<file path="config.mk">
export PLATFORM = sky130hd
export DESIGN_NAME = frame_fill_arbiter_flat
export DESIGN_NICKNAME = d
export VERILOG_FILES = /design/src/rtl/frame_fill_arbiter_pkg.sv /design/src/rtl/frame_fill_arbiter_if.sv /design/src/rtl/frame_fill_arbiter_rr.sv /design/src/rtl/frame_fill_arbiter.sv /design/src/flat_wrapper.sv
export SDC_FILE = /design/constraint.sdc
export NUM_CORES = 1
export LEC_CHECK = 0
export CORE_MARGIN = 5
export CORE_UTILIZATION = 58
export DETAILED_ROUTE_END_ITERATION = 16
export PLACE_DENSITY = 0.95
export SLEW_MARGIN = 20
export SYNTH_ARGS = -nofsm -noshare
export SYNTH_HDL_FRONTEND = slang
export SYNTH_HIERARCHICAL = 1
export SYNTH_SLANG_ARGS = --single-unit
</file>
<file path="constraint.sdc">
create_clock -name Clk -period 9.1 [get_ports Clk]
set_input_delay 2.275 -clock Clk [delete_from_list [all_inputs] [get_ports Clk]]
set_output_delay 2.275 -clock Clk [all_outputs]
set_load 0.02 [all_outputs]
</file>
<file path="src/rtl/frame_fill_arbiter_pkg.sv">
// Shared frame-buffer types and constants for the rectangle-fill path.
//   H_RES/V_RES   visible screen size in pixels
//   ADDR_W        frame buffer address width (640*480-1 = 307199 fits in 19 bits)
//   COLOR_W       pixel colour width
//   rect_t        one fill request: top-left corner, size, colour
//   fill_state_t  fill sequencer states
package vv_fb_pkg;

  localparam int H_RES   = 640;
  localparam int V_RES   = 480;
  localparam int ADDR_W  = 19;
  localparam int COLOR_W = 8;
  localparam int COORD_W = 10;

  typedef struct packed {
    logic [COORD_W-1:0] x;
    logic [COORD_W-1:0] y;
    logic [COORD_W-1:0] w;
    logic [COORD_W-1:0] h;
    logic [COLOR_W-1:0] color;
  } rect_t;

  typedef enum logic [1:0] {
    IDLE,
    GRANT,
    FILL,
    DONE
  } fill_state_t;

endpackage

</file>
<file path="src/rtl/frame_fill_arbiter_if.sv">
// Bundle between the rectangle-fill requesters / frame buffer and the arbiter.
//   req, req_x/y/w/h, req_color   requester side, packed NUM_REQ-wide
//   ack, done, done_id, busy      grant / completion status
//   wr_address, wr_data, wr_en    frame buffer write port
// master: requester/frame-buffer side; slave: the arbiter.
interface frame_fill_arbiter_if #(
  parameter int NUM_REQ = 3,
  parameter int ADDR_W  = 19,
  parameter int COLOR_W = 8
);
  localparam int ID_W = (NUM_REQ > 1) ? $clog2(NUM_REQ) : 1;

  logic [NUM_REQ-1:0]         req;
  logic [NUM_REQ*10-1:0]      req_x;
  logic [NUM_REQ*10-1:0]      req_y;
  logic [NUM_REQ*10-1:0]      req_w;
  logic [NUM_REQ*10-1:0]      req_h;
  logic [NUM_REQ*COLOR_W-1:0] req_color;
  logic [NUM_REQ-1:0]         ack;
  logic                       done;
  logic [ID_W-1:0]            done_id;
  logic                       busy;
  logic [ADDR_W-1:0]          wr_address;
  logic [COLOR_W-1:0]         wr_data;
  logic                       wr_en;

  modport master (
    output req, req_x, req_y, req_w, req_h, req_color,
    input  ack, done, done_id, busy, wr_address, wr_data, wr_en
  );

  modport slave (
    input  req, req_x, req_y, req_w, req_h, req_color,
    output ack, done, done_id, busy, wr_address, wr_data, wr_en
  );

endinterface

</file>
<file path="src/rtl/frame_fill_arbiter_rr.sv">
// Combinational round-robin selector.
//   req          request vector
//   pointer      highest-priority index this round
//   grant_valid  some request is pending
//   grant_idx    first requester at or after pointer (wrapping)
module rr_arbiter #(
  parameter  int NUM_REQ = 3,
  localparam int ID_W    = (NUM_REQ > 1) ? $clog2(NUM_REQ) : 1
) (
  input  logic [NUM_REQ-1:0] req,
  input  logic [ID_W-1:0]    pointer,
  output logic               grant_valid,
  output logic [ID_W-1:0]    grant_idx
);

  int              pos;
  logic [ID_W-1:0] idx;

  // Walk from the farthest candidate back to the pointer so the closest
  // pending requester is the last (and winning) assignment.
  always_comb begin
    grant_valid = 1'b0;
    grant_idx   = '0;
    pos         = 0;
    idx         = '0;
    for (int k = NUM_REQ - 1; k >= 0; k--) begin
      pos = int'(pointer) + k;
      if (pos >= NUM_REQ) pos = pos - NUM_REQ;
      idx = ID_W'(pos);
      if (req[idx]) begin
        grant_valid = 1'b1;
        grant_idx   = idx;
      end
    end
  end

endmodule

</file>
<file path="src/rtl/frame_fill_arbiter.sv">
// Sole owner of the frame buffer write port. Round-robin shares it among
// NUM_REQ rectangle-fill requesters; each granted rect is clipped to the
// screen and written one pixel per clock in raster order.
//   Clk, Reset  system clock, asynchronous active-high reset
//   bus         frame_fill_arbiter_if slave: requests in, ack/done/busy and
//               wr_address/wr_data/wr_en out
module frame_fill_arbiter #(
  parameter int NUM_REQ = 3,
  parameter int H_RES   = vv_fb_pkg::H_RES,
  parameter int V_RES   = vv_fb_pkg::V_RES,
  parameter int ADDR_W  = vv_fb_pkg::ADDR_W,
  parameter int COLOR_W = vv_fb_pkg::COLOR_W
) (
  input  logic                 Clk,
  input  logic                 Reset,
  frame_fill_arbiter_if.slave  bus
);
  import vv_fb_pkg::*;

  localparam int ID_W = (NUM_REQ > 1) ? $clog2(NUM_REQ) : 1;

  fill_state_t        state;
  logic [ID_W-1:0]    ptr;
  logic [ID_W-1:0]    gidx;
  logic               grant_valid;
  logic [ID_W-1:0]    grant_idx;

  logic [10:0]        x0, x_end, y_end, cur_x, cur_y;
  logic [ADDR_W-1:0]  row_base, pix_addr;
  logic [COLOR_W-1:0] color;

  rect_t              sel;
  logic [10:0]        x_sum, y_sum, clip_x_end, clip_y_end;
  logic               clip_empty;
  logic [ADDR_W-1:0]  sel_row_base;
  logic               last_col, last_row;

  rr_arbiter #(.NUM_REQ(NUM_REQ)) u_rr (
    .req         (bus.req),
    .pointer     (ptr),
    .grant_valid (grant_valid),
    .grant_idx   (grant_idx)
  );

  // Fields of the granted requester, clipped with 11-bit sums so x+w cannot wrap.
  always_comb begin
    sel.x        = bus.req_x[gidx*10 +: 10];
    sel.y        = bus.req_y[gidx*10 +: 10];
    sel.w        = bus.req_w[gidx*10 +: 10];
    sel.h        = bus.req_h[gidx*10 +: 10];
    sel.color    = bus.req_color[gidx*COLOR_W +: COLOR_W];
    x_sum        = {1'b0, sel.x} + {1'b0, sel.w};
    y_sum        = {1'b0, sel.y} + {1'b0, sel.h};
    clip_x_end   = (x_sum > 11'(H_RES)) ? 11'(H_RES) : x_sum;
    clip_y_end   = (y_sum > 11'(V_RES)) ? 11'(V_RES) : y_sum;
    clip_empty   = (sel.w == '0) || (sel.h == '0) ||
                   ({1'b0, sel.x} >= 11'(H_RES)) || ({1'b0, sel.y} >= 11'(V_RES));
    sel_row_base = ADDR_W'(sel.y) * ADDR_W'(H_RES);
  end

  assign last_col = (cur_x == x_end - 11'd1);
  assign last_row = (cur_y == y_end - 11'd1);

  always_ff @(posedge Clk or posedge Reset) begin
    if (Reset) begin
      state          <= IDLE;
      ptr            <= '0;
      gidx           <= '0;
      x0             <= '0;
      x_end          <= '0;
      y_end          <= '0;
      cur_x          <= '0;
      cur_y          <= '0;
      row_base       <= '0;
      pix_addr       <= '0;
      color          <= '0;
      bus.ack        <= '0;
      bus.done       <= 1'b0;
      bus.done_id    <= '0;
      bus.busy       <= 1'b0;
      bus.wr_address <= '0;
      bus.wr_data    <= '0;
      bus.wr_en      <= 1'b0;
    end else begin
      bus.ack  <= '0;
      bus.done <= 1'b0;
      bus.wr_en <= 1'b0;
      case (state)
        IDLE: begin
          bus.busy <= 1'b0;
          if (grant_valid) begin
            gidx  <= grant_idx;
            state <= GRANT;
          end
        end
        GRANT: begin
          // A requester that withdrew before its ack is not served.
          if (!bus.req[gidx]) begin
            state <= IDLE;
          end else begin
            bus.ack  <= NUM_REQ'(1) << gidx;
            bus.busy <= 1'b1;
            color    <= sel.color;
            x0       <= {1'b0, sel.x};
            cur_x    <= {1'b0, sel.x};
            cur_y    <= {1'b0, sel.y};
            x_end    <= clip_x_end;
            y_end    <= clip_y_end;
            row_base <= sel_row_base;
            pix_addr <= sel_row_base + ADDR_W'(sel.x);
            state    <= clip_empty ? DONE : FILL;
          end
        end
        FILL: begin
          bus.wr_en      <= 1'b1;
          bus.wr_address <= pix_addr;
          bus.wr_data    <= color;
          if (last_col) begin
            cur_x    <= x0;
            cur_y    <= cur_y + 11'd1;
            row_base <= row_base + ADDR_W'(H_RES);
            pix_addr <= row_base + ADDR_W'(H_RES) + ADDR_W'(x0);
            if (last_row) state <= DONE;
          end else begin
            cur_x    <= cur_x + 11'd1;
            pix_addr <= pix_addr + ADDR_W'(1);
          end
        end
        DONE: begin
          bus.done    <= 1'b1;
          bus.done_id <= gidx;
          ptr         <= (gidx == ID_W'(NUM_REQ - 1)) ? '0 : gidx + ID_W'(1);
          state       <= IDLE;
        end
        default: state <= IDLE;
      endcase
    end
  end

endmodule
</file>
<file path="src/flat_wrapper.sv">
// flat-port wrapper written by rule: the top's interface ports become plain ports
module frame_fill_arbiter_flat import vv_fb_pkg::*;
#(
  parameter int NUM_REQ = 3,
  parameter int H_RES   = vv_fb_pkg::H_RES,
  parameter int V_RES   = vv_fb_pkg::V_RES,
  parameter int ADDR_W  = vv_fb_pkg::ADDR_W,
  parameter int COLOR_W = vv_fb_pkg::COLOR_W
)
  (Clk, Reset, bus_req, bus_req_x, bus_req_y, bus_req_w, bus_req_h, bus_req_color, bus_ack, bus_done, bus_done_id, bus_busy, bus_wr_address, bus_wr_data, bus_wr_en);
  frame_fill_arbiter_if #(.NUM_REQ(NUM_REQ), .ADDR_W(ADDR_W), .COLOR_W(COLOR_W)) bus_i ();
  input  logic Clk;
  input  logic Reset;
  input wire logic [$bits(bus_i.req)-1:0] bus_req;
  input wire logic [$bits(bus_i.req_x)-1:0] bus_req_x;
  input wire logic [$bits(bus_i.req_y)-1:0] bus_req_y;
  input wire logic [$bits(bus_i.req_w)-1:0] bus_req_w;
  input wire logic [$bits(bus_i.req_h)-1:0] bus_req_h;
  input wire logic [$bits(bus_i.req_color)-1:0] bus_req_color;
  output wire logic [$bits(bus_i.ack)-1:0] bus_ack;
  output wire logic [$bits(bus_i.done)-1:0] bus_done;
  output wire logic [$bits(bus_i.done_id)-1:0] bus_done_id;
  output wire logic [$bits(bus_i.busy)-1:0] bus_busy;
  output wire logic [$bits(bus_i.wr_address)-1:0] bus_wr_address;
  output wire logic [$bits(bus_i.wr_data)-1:0] bus_wr_data;
  output wire logic [$bits(bus_i.wr_en)-1:0] bus_wr_en;
  assign bus_i.req = bus_req;
  assign bus_i.req_x = bus_req_x;
  assign bus_i.req_y = bus_req_y;
  assign bus_i.req_w = bus_req_w;
  assign bus_i.req_h = bus_req_h;
  assign bus_i.req_color = bus_req_color;
  assign bus_ack = bus_i.ack;
  assign bus_done = bus_i.done;
  assign bus_done_id = bus_i.done_id;
  assign bus_busy = bus_i.busy;
  assign bus_wr_address = bus_i.wr_address;
  assign bus_wr_data = bus_i.wr_data;
  assign bus_wr_en = bus_i.wr_en;
  frame_fill_arbiter #(.NUM_REQ(NUM_REQ), .H_RES(H_RES), .V_RES(V_RES), .ADDR_W(ADDR_W), .COLOR_W(COLOR_W)) u_core (.Clk(Clk), .Reset(Reset), .bus(bus_i));
endmodule
</file>
# Word-level counts from Yosys, hierarchy flattened
# Cells that the tools add are included.
[totals]
ramBits = 0
mem_bits_ro = 0
register_bits = 141
latch_bits = 0
inputBits = 149
memories = 0
wordCells = 121
[op_classes]
bitwise_logic = 0
n_lt_le_gt_ge = 11
eq_ne = 10
n_mul = 2
shift = 6
addsub = 16
n_mux = 44
n_reduce_logical = 14
div_mod_pow = 0
[ops]
columns = ["operator", "n"]
rows = [
  ["variable part select 30 x 7 -> 10 bit", 4],
  ["2-to-1 mux 19 bit", 4],
  ["one-hot mux 19 bit (2 select lines)", 2],
  ["2-to-1 mux 11 bit", 6],
  ["one-hot mux 11 bit (2 select lines)", 2],
  ["adder 19 x 10 -> 19 bit", 2],
  ["variable part select 24 x 6 -> 8 bit", 1],
  ["adder 10 x 10 -> 11 bit", 2],
  ["adder 11 x 1 -> 11 bit, second input constant", 2],
  ["== test 11 bit", 2],
  ["2-to-1 mux 2 bit", 11],
  ["subtractor 11 x 1 -> 11 bit, second input constant", 2],
  ["zero test 10 bit", 2],
  ["adder 19 x 1 -> 19 bit, second input constant", 1],
  ["adder 19 x 10 -> 19 bit, second input constant", 1],
  ["< comparator 2 x 3 -> 1 bit, second input constant", 4],
  ["multiplier 10 x 3 -> 12 bit, second input constant", 1],
  ["greater-than comparator 11 x 10 -> 1 bit, second input constant", 1],
  ["greater-than comparator 11 x 9 -> 1 bit, second input constant", 1],
  ["2-to-1 mux 1 bit", 11],
  ["greater-or-equal comparator 10 bit, second input constant", 1],
  ["greater-or-equal comparator 10 x 9 -> 1 bit, second input constant", 1],
  ["binary-select mux 1 bit (select 2 bit)", 4],
  ["inequality test 2 x 1 -> 1 bit, second input constant", 4],
  ["18 further kinds", 31],
]

# Depth between registers and ports, before layout
[depth]
ltp_word = 10
depth_mapped = 18
ltp_nobuf = 15

# Cells and area by module
# Netlist, hierarchy kept.
[modules_own_cells]
columns = ["module", "cells_each", "area_each_um2", "seq_area_each_um2", "instances"]
rows = [
  ["frame_fill_arbiter", 1165, 9703.1, 3353.2, 1],
  ["rr_arbiter", 27, 191.4, 0.0, 1],
]

# Worst setup path after synthesis
# OpenSTA, ideal clock, no wires.
[synth_timing]
path_kind = "input -> register"
from = "in bus_req_y[21]"
to = "reg u_core.pix_addr[16]"
path_buffers = 0
arrival_ns = 5.359
path_slack_ns = 3.675
stages = 14
cell_sequence = "mux2i_1 nor2_1 a21oi_1 inv_1 ha_1 ha_1 fa_1 xor2_1 or3b_1 or4b_1 xnor2_1 o21ai_0 o311ai_1 nand2_1"
[synth_between]
elab_chain_len = 5
[synth_rtl]
columns = ["item", "line", "text"]
rows = [
  ["start, declared", "flat_wrapper.sv:16", "input wire logic [$bits(bus_i.req_y)-1:0] bus_req_y;"],
  ["variable part select 30 x 7 -> 10 bit", "frame_fill_arbiter.sv:48", "sel.y = bus.req_y[gidx*10 +: 10];"],
  ["multiplier 10 x 3 -> 12 bit", "frame_fill_arbiter.sv:58", "sel_row_base = ADDR_W'(sel.y) * ADDR_W'(H_RES);"],
  ["adder 19 x 10 -> 19 bit", "frame_fill_arbiter.sv:110", "pix_addr <= sel_row_base + ADDR_W'(sel.x);"],
  ["2-to-1 mux 19 bit", "frame_fill_arbiter.sv:98", "if (!bus.req[gidx]) begin"],
  ["one-hot mux 19 bit (2 select lines)", "frame_fill_arbiter.sv:88", "case (state)"],
  ["end signal, assigned", "frame_fill_arbiter.sv:110", ""],
  ["end signal, assigned", "frame_fill_arbiter.sv:122", "pix_addr <= row_base + ADDR_W'(H_RES) + ADDR_W'(x0);"],
  ["end signal, assigned", "frame_fill_arbiter.sv:126", "pix_addr <= pix_addr + ADDR_W'(1);"],
  ["end, declared", "frame_fill_arbiter.sv:29", "logic [ADDR_W-1:0] row_base, pix_addr;"],
]
# No other way between the ends. The select of a mux whose other input is x is not followed.
# A chain may end at the register's enable or synchronous reset.

# Worst setup path after layout
[layout_timing]
from = "in bus_req_y[21]"
to = "reg u_core.pix_addr[18]"
# Same word-level chain as after synthesis.

==> metrics.md <==
| Metric | Value |
|---|---|
| Comb pwr share | `about 64%` |
| Post-DR vias/cell | `6.39` |
| Cell Area, Synth | `around 0.01 mm2` |
| Hold depth | `2` |
| P_leak | `about 5.2 nW` |
| Syn_nets | `1396` |
| PwrDens | `roughly 430 mW/mm2` |
| Dpl cells | `1547` |
| Data required time of the worst path | `9.40 ns` |
| Crit path max-delay family | `compound AO/OA/AOI/OAI gates` |
| Peak VDD IR | `236 uV` |
| Buf/Inv on CP | `2` |
| Core region area | `approximately 0.017 mm2` |
| Yosys cell types | `76` |
| Run status | `finished clean` |
| FF-to-FF End | `u_core/pix_addr[18]` |
| Sequential Area | `around 0.0034 mm2` |
| PortBufs | `approximately 180` |
| Sw Share | `about half` |
| Power Internal | `2.75 mW` |
| CTS H-tree lvls | `4` |
| First drt pass iteration count | `7` |
| CP max stage cell | `a2111oi_1` |
| Initial antenna violation count | `0` |
| Sequential fraction of the synthesis area | `between 30% and 40%` |
| Sequential share of power | `21.6%` |
| Final Util | `75.3%` |
| Post-synth top area share | `between 30% and 40%` |
| DR WL/cell | `roughly 19 um` |
| Clock power frac | `~14%` |
| Synthesis-to-finish area growth | `26.6%` |
| Yosys warns | `6` |
| Max transition margin | `approximately 30%` |
| Clk buf depth | `2` |
| Crit path largest cell delay | `about 0.42 ns` |
| Post-DP HPWL | `around 21000 um` |
| Synth Flop Type | `dfrtp_1` |
| ANT nets after route | `0` |
| Hold_sp | `u_core/color[1]` |
| GR Overflow Total | `0` |
| Fin nets | `between 1500 and 2000` |
| CTS tree | `built` |
| Starting Density | `59.5%` |
| Critical R2R Launch | `u_core/gidx[1]` |
| Syn Area/Cell | `8.30 um2` |
| Setup violations, final | `0` |
| Total Routing Usage GR | `a little under a third` |
| Worst-Margin Slew | `between 1 and 1.5 ns` |
| Worst path cell trace | `clkdlybuf4s50_1, mux2i_1, nor2_1, a21oi_1, inv_1, ha_1, ha_1, fa_1, a211oi_1, o21bai_1, a21oi_1, xnor2_1, nor4_1, xnor2_1, a2111oi_1` |
| DIE AREA | `slightly below 0.02 mm2` |
| Clock latency at the later pin of the worst-skew pair | `approximately 0.43 ns` |
| Share of layout cells above drive strength 1 | `4.78%` |
| Hold Path Class | `reg2reg` |
| Multi-input gate area | `0.00615 mm2` |
| Clock sink total | `134` |
| Most numerous cell in the Yosys netlist | `nand2_1` |
| Die Y | `141 um` |
| Startpoint Class | `primary input` |
| Clock Pin Slew Worst Setup and Hold Paths | `0.06 ns` |
| Most instantiated cells after synthesis | `nand2_1, dfrtp_1, nor2_1` |
| Vias in the first global route | `just over 10000` |
| Largest net degree at the start of global routing | `81` |
| R2R setup slack | `around 4 ns` |
| Post-synth ARST share | `100%` |
| Net Sw Power | `between 2 and 3 mW` |
| Maximum fanout along the worst path | `4` |
| RSZ-0062 raised after global routing | `no` |
| Crit. End Element | `register` |
| CP Class | `in2reg` |
| Hold Path End | `u_core/bus.wr_data[1]` |
| Final Critical Period | `~6 ns` |
| Synth top area cells | `dfrtp_1, nand2_1, ha_1, mux2i_1, xnor2_1` |
| Clk_skew | `0.00725 ns` |
| Max Slew Vio Count | `0` |
| Hold_buf cts | `0` |
| Via Count | `between 10000 and 15000` |
| Layout Cells excl Fill | `approximately 1600` |
| Hold Vio Cnt, Final | `0` |
| GPL Wtd Cong | `roughly 0.98` |
| Cells after Synth | `1192` |
| IO Pins | `approximately 180` |
| Max Clock Freq | `~170 MHz` |
| Row count | `between 40 and 50` |
| Root Buffer Master | `clkbuf_16` |
| Critical Path AT | `6.32 ns` |
| Dominant cell type by area after synthesis | `dfrtp_1` |
| Num CTS Buffers | `17` |
| DIE WIDTH | `141 um` |
| Antenna Cells | `0` |
| Post-CTS setup buffer count | `0` |
| EDFF count, synth | `0` |
| Final wirelength | `between 30000 and 40000 um` |
| R2R depth | `14` |
| Total of max-cap violations | `0` |
| Tcrit/Tclk final | `about two thirds` |
| Post-CTS sizing | `0` |
| Initial drt markers | `~1300` |
| Setup TNS | `0 ns` |
| Global-route wire length before repair | `a little under 50000 um` |
| Synth Register Bits | `about 130` |
| # fillers | `around 1100` |
| # DRC | `0` |
cells by family (layout without fill, tap and decap cells):
kind of cell    after synthesis  in the layout  share of synthesized area, %
fa+ha+maj                    55             55                          7.26
flops                       134            134                          33.9
simple gates                447            447                          21.0
xor+xnor                     82             82                          7.26
buf+inv                     101            268                          4.19
compound gates              307            307                          19.7
mux                          66             66                          6.74
layout make-up:
type	count	area share, %
Clock buffer	20	3.65
Clock inverter	12	1.59
Inverter	38	1.16
Multi-Input combinational cell	957	49.1
Sequential cell	134	26.8
Tap cell	220	2.20
Timing Repair Buffer	198	15.5
routing by layer:
| layer | up-vias | wire length [um] | GRT usage (%) |
|---|---|---|---|
| li1 | 4552 | - | - |
| met2 | 652 | 14600 | 50.3 |
| met3 | 167 | 3240 | 8.16 |
| met4 | 0 | 1520 | 15.8 |
| met1 | 4721 | 11200 | 35.8 |
| met5 | - | 0 | 0 |
sequential cells by signal, summed over array words and instances, names as in the netlist, 10 cells and up:
register / cells
u_core/x0: 10
u_core/cur_x: 11
u_core/y_end: 11
u_core/pix_addr: 19
u_core/cur_y: 11
u_core/bus.wr_address: 19
u_core/x_end: 11
u_core/row_base: 12
worst reg2reg max path, cell delays in order, from the launching register on:
cell and delay, ns:
dfrtp_2 0.57, nor2b_4 0.57, buf_4 0.39, nand2_1 0.12, o21ai_0 0.24, ha_1 0.34, ha_1 0.23, fa_1 0.41
a211oi_1 0.36, o21bai_1 0.18, a21oi_1 0.28, xnor2_1 0.21, nor4_1 0.41, xnor2_1 0.12, a2111oi_1 0.42
cells in the final DEF, fill, tap and decap left out, drive strengths merged, types with 13 or more instances in the layout:
| master | n |
|---|---|
| a21o | 13 |
| a21oi | 67 |
| buf | 15 |
| clkbuf | 20 |
| clkdlybuf4s50 | 183 |
| dfrtp | 134 |
| ha | 51 |
| inv | 39 |
| mux2i | 61 |
| nand2 | 188 |
| nand3 | 39 |
| nor2 | 103 |
| nor3 | 17 |
| o211ai | 17 |
| o21ai | 102 |
| xnor2 | 47 |
| xor2 | 35 |
through the flow:
stage	worst slack (ns)	total power [mW]	area (um2)	hold WS, ns
final	3.08	5.37	12500	0.468
after global routing	2.92	5.70	12500	0.476
after CTS	3.16	5.27	12500	0.473
after detailed placement	2.88	4.42	11900	0.458
after global placement	3.00	4.26	11900	0.448
after floorplan	3.24	3.49	9890	0.439
power by group through the flow:
stage / Sequential [mW] / Clock, mW / Combinational (mW)
2_1_floorplan: 1.14 / 0 / 2.36
3_3_place_gp: 1.14 / 0 / 3.12
3_5_place_dp: 1.16 / 0 / 3.27
4_1_cts: 1.15 / 0.771 / 3.35
5_1_grt: 1.19 / 0.799 / 3.71
6_report: 1.16 / 0.769 / 3.44
worst max path at each step:
stage / from / to / cells past startpoint
2_1_floorplan: Reset / u_core/bus.ack[0] / 1
3_3_place_gp: bus_req_y[21] / u_core/pix_addr[16] / 15
3_5_place_dp: bus_req_y[21] / u_core/pix_addr[16] / 15
4_1_cts: bus_req_y[21] / u_core/pix_addr[18] / 15
5_1_grt: bus_req_y[1] / u_core/pix_addr[18] / 15
6_report: bus_req_y[21] / u_core/pix_addr[18] / 15
Note: power is estimated with default switching activity, not from simulation.
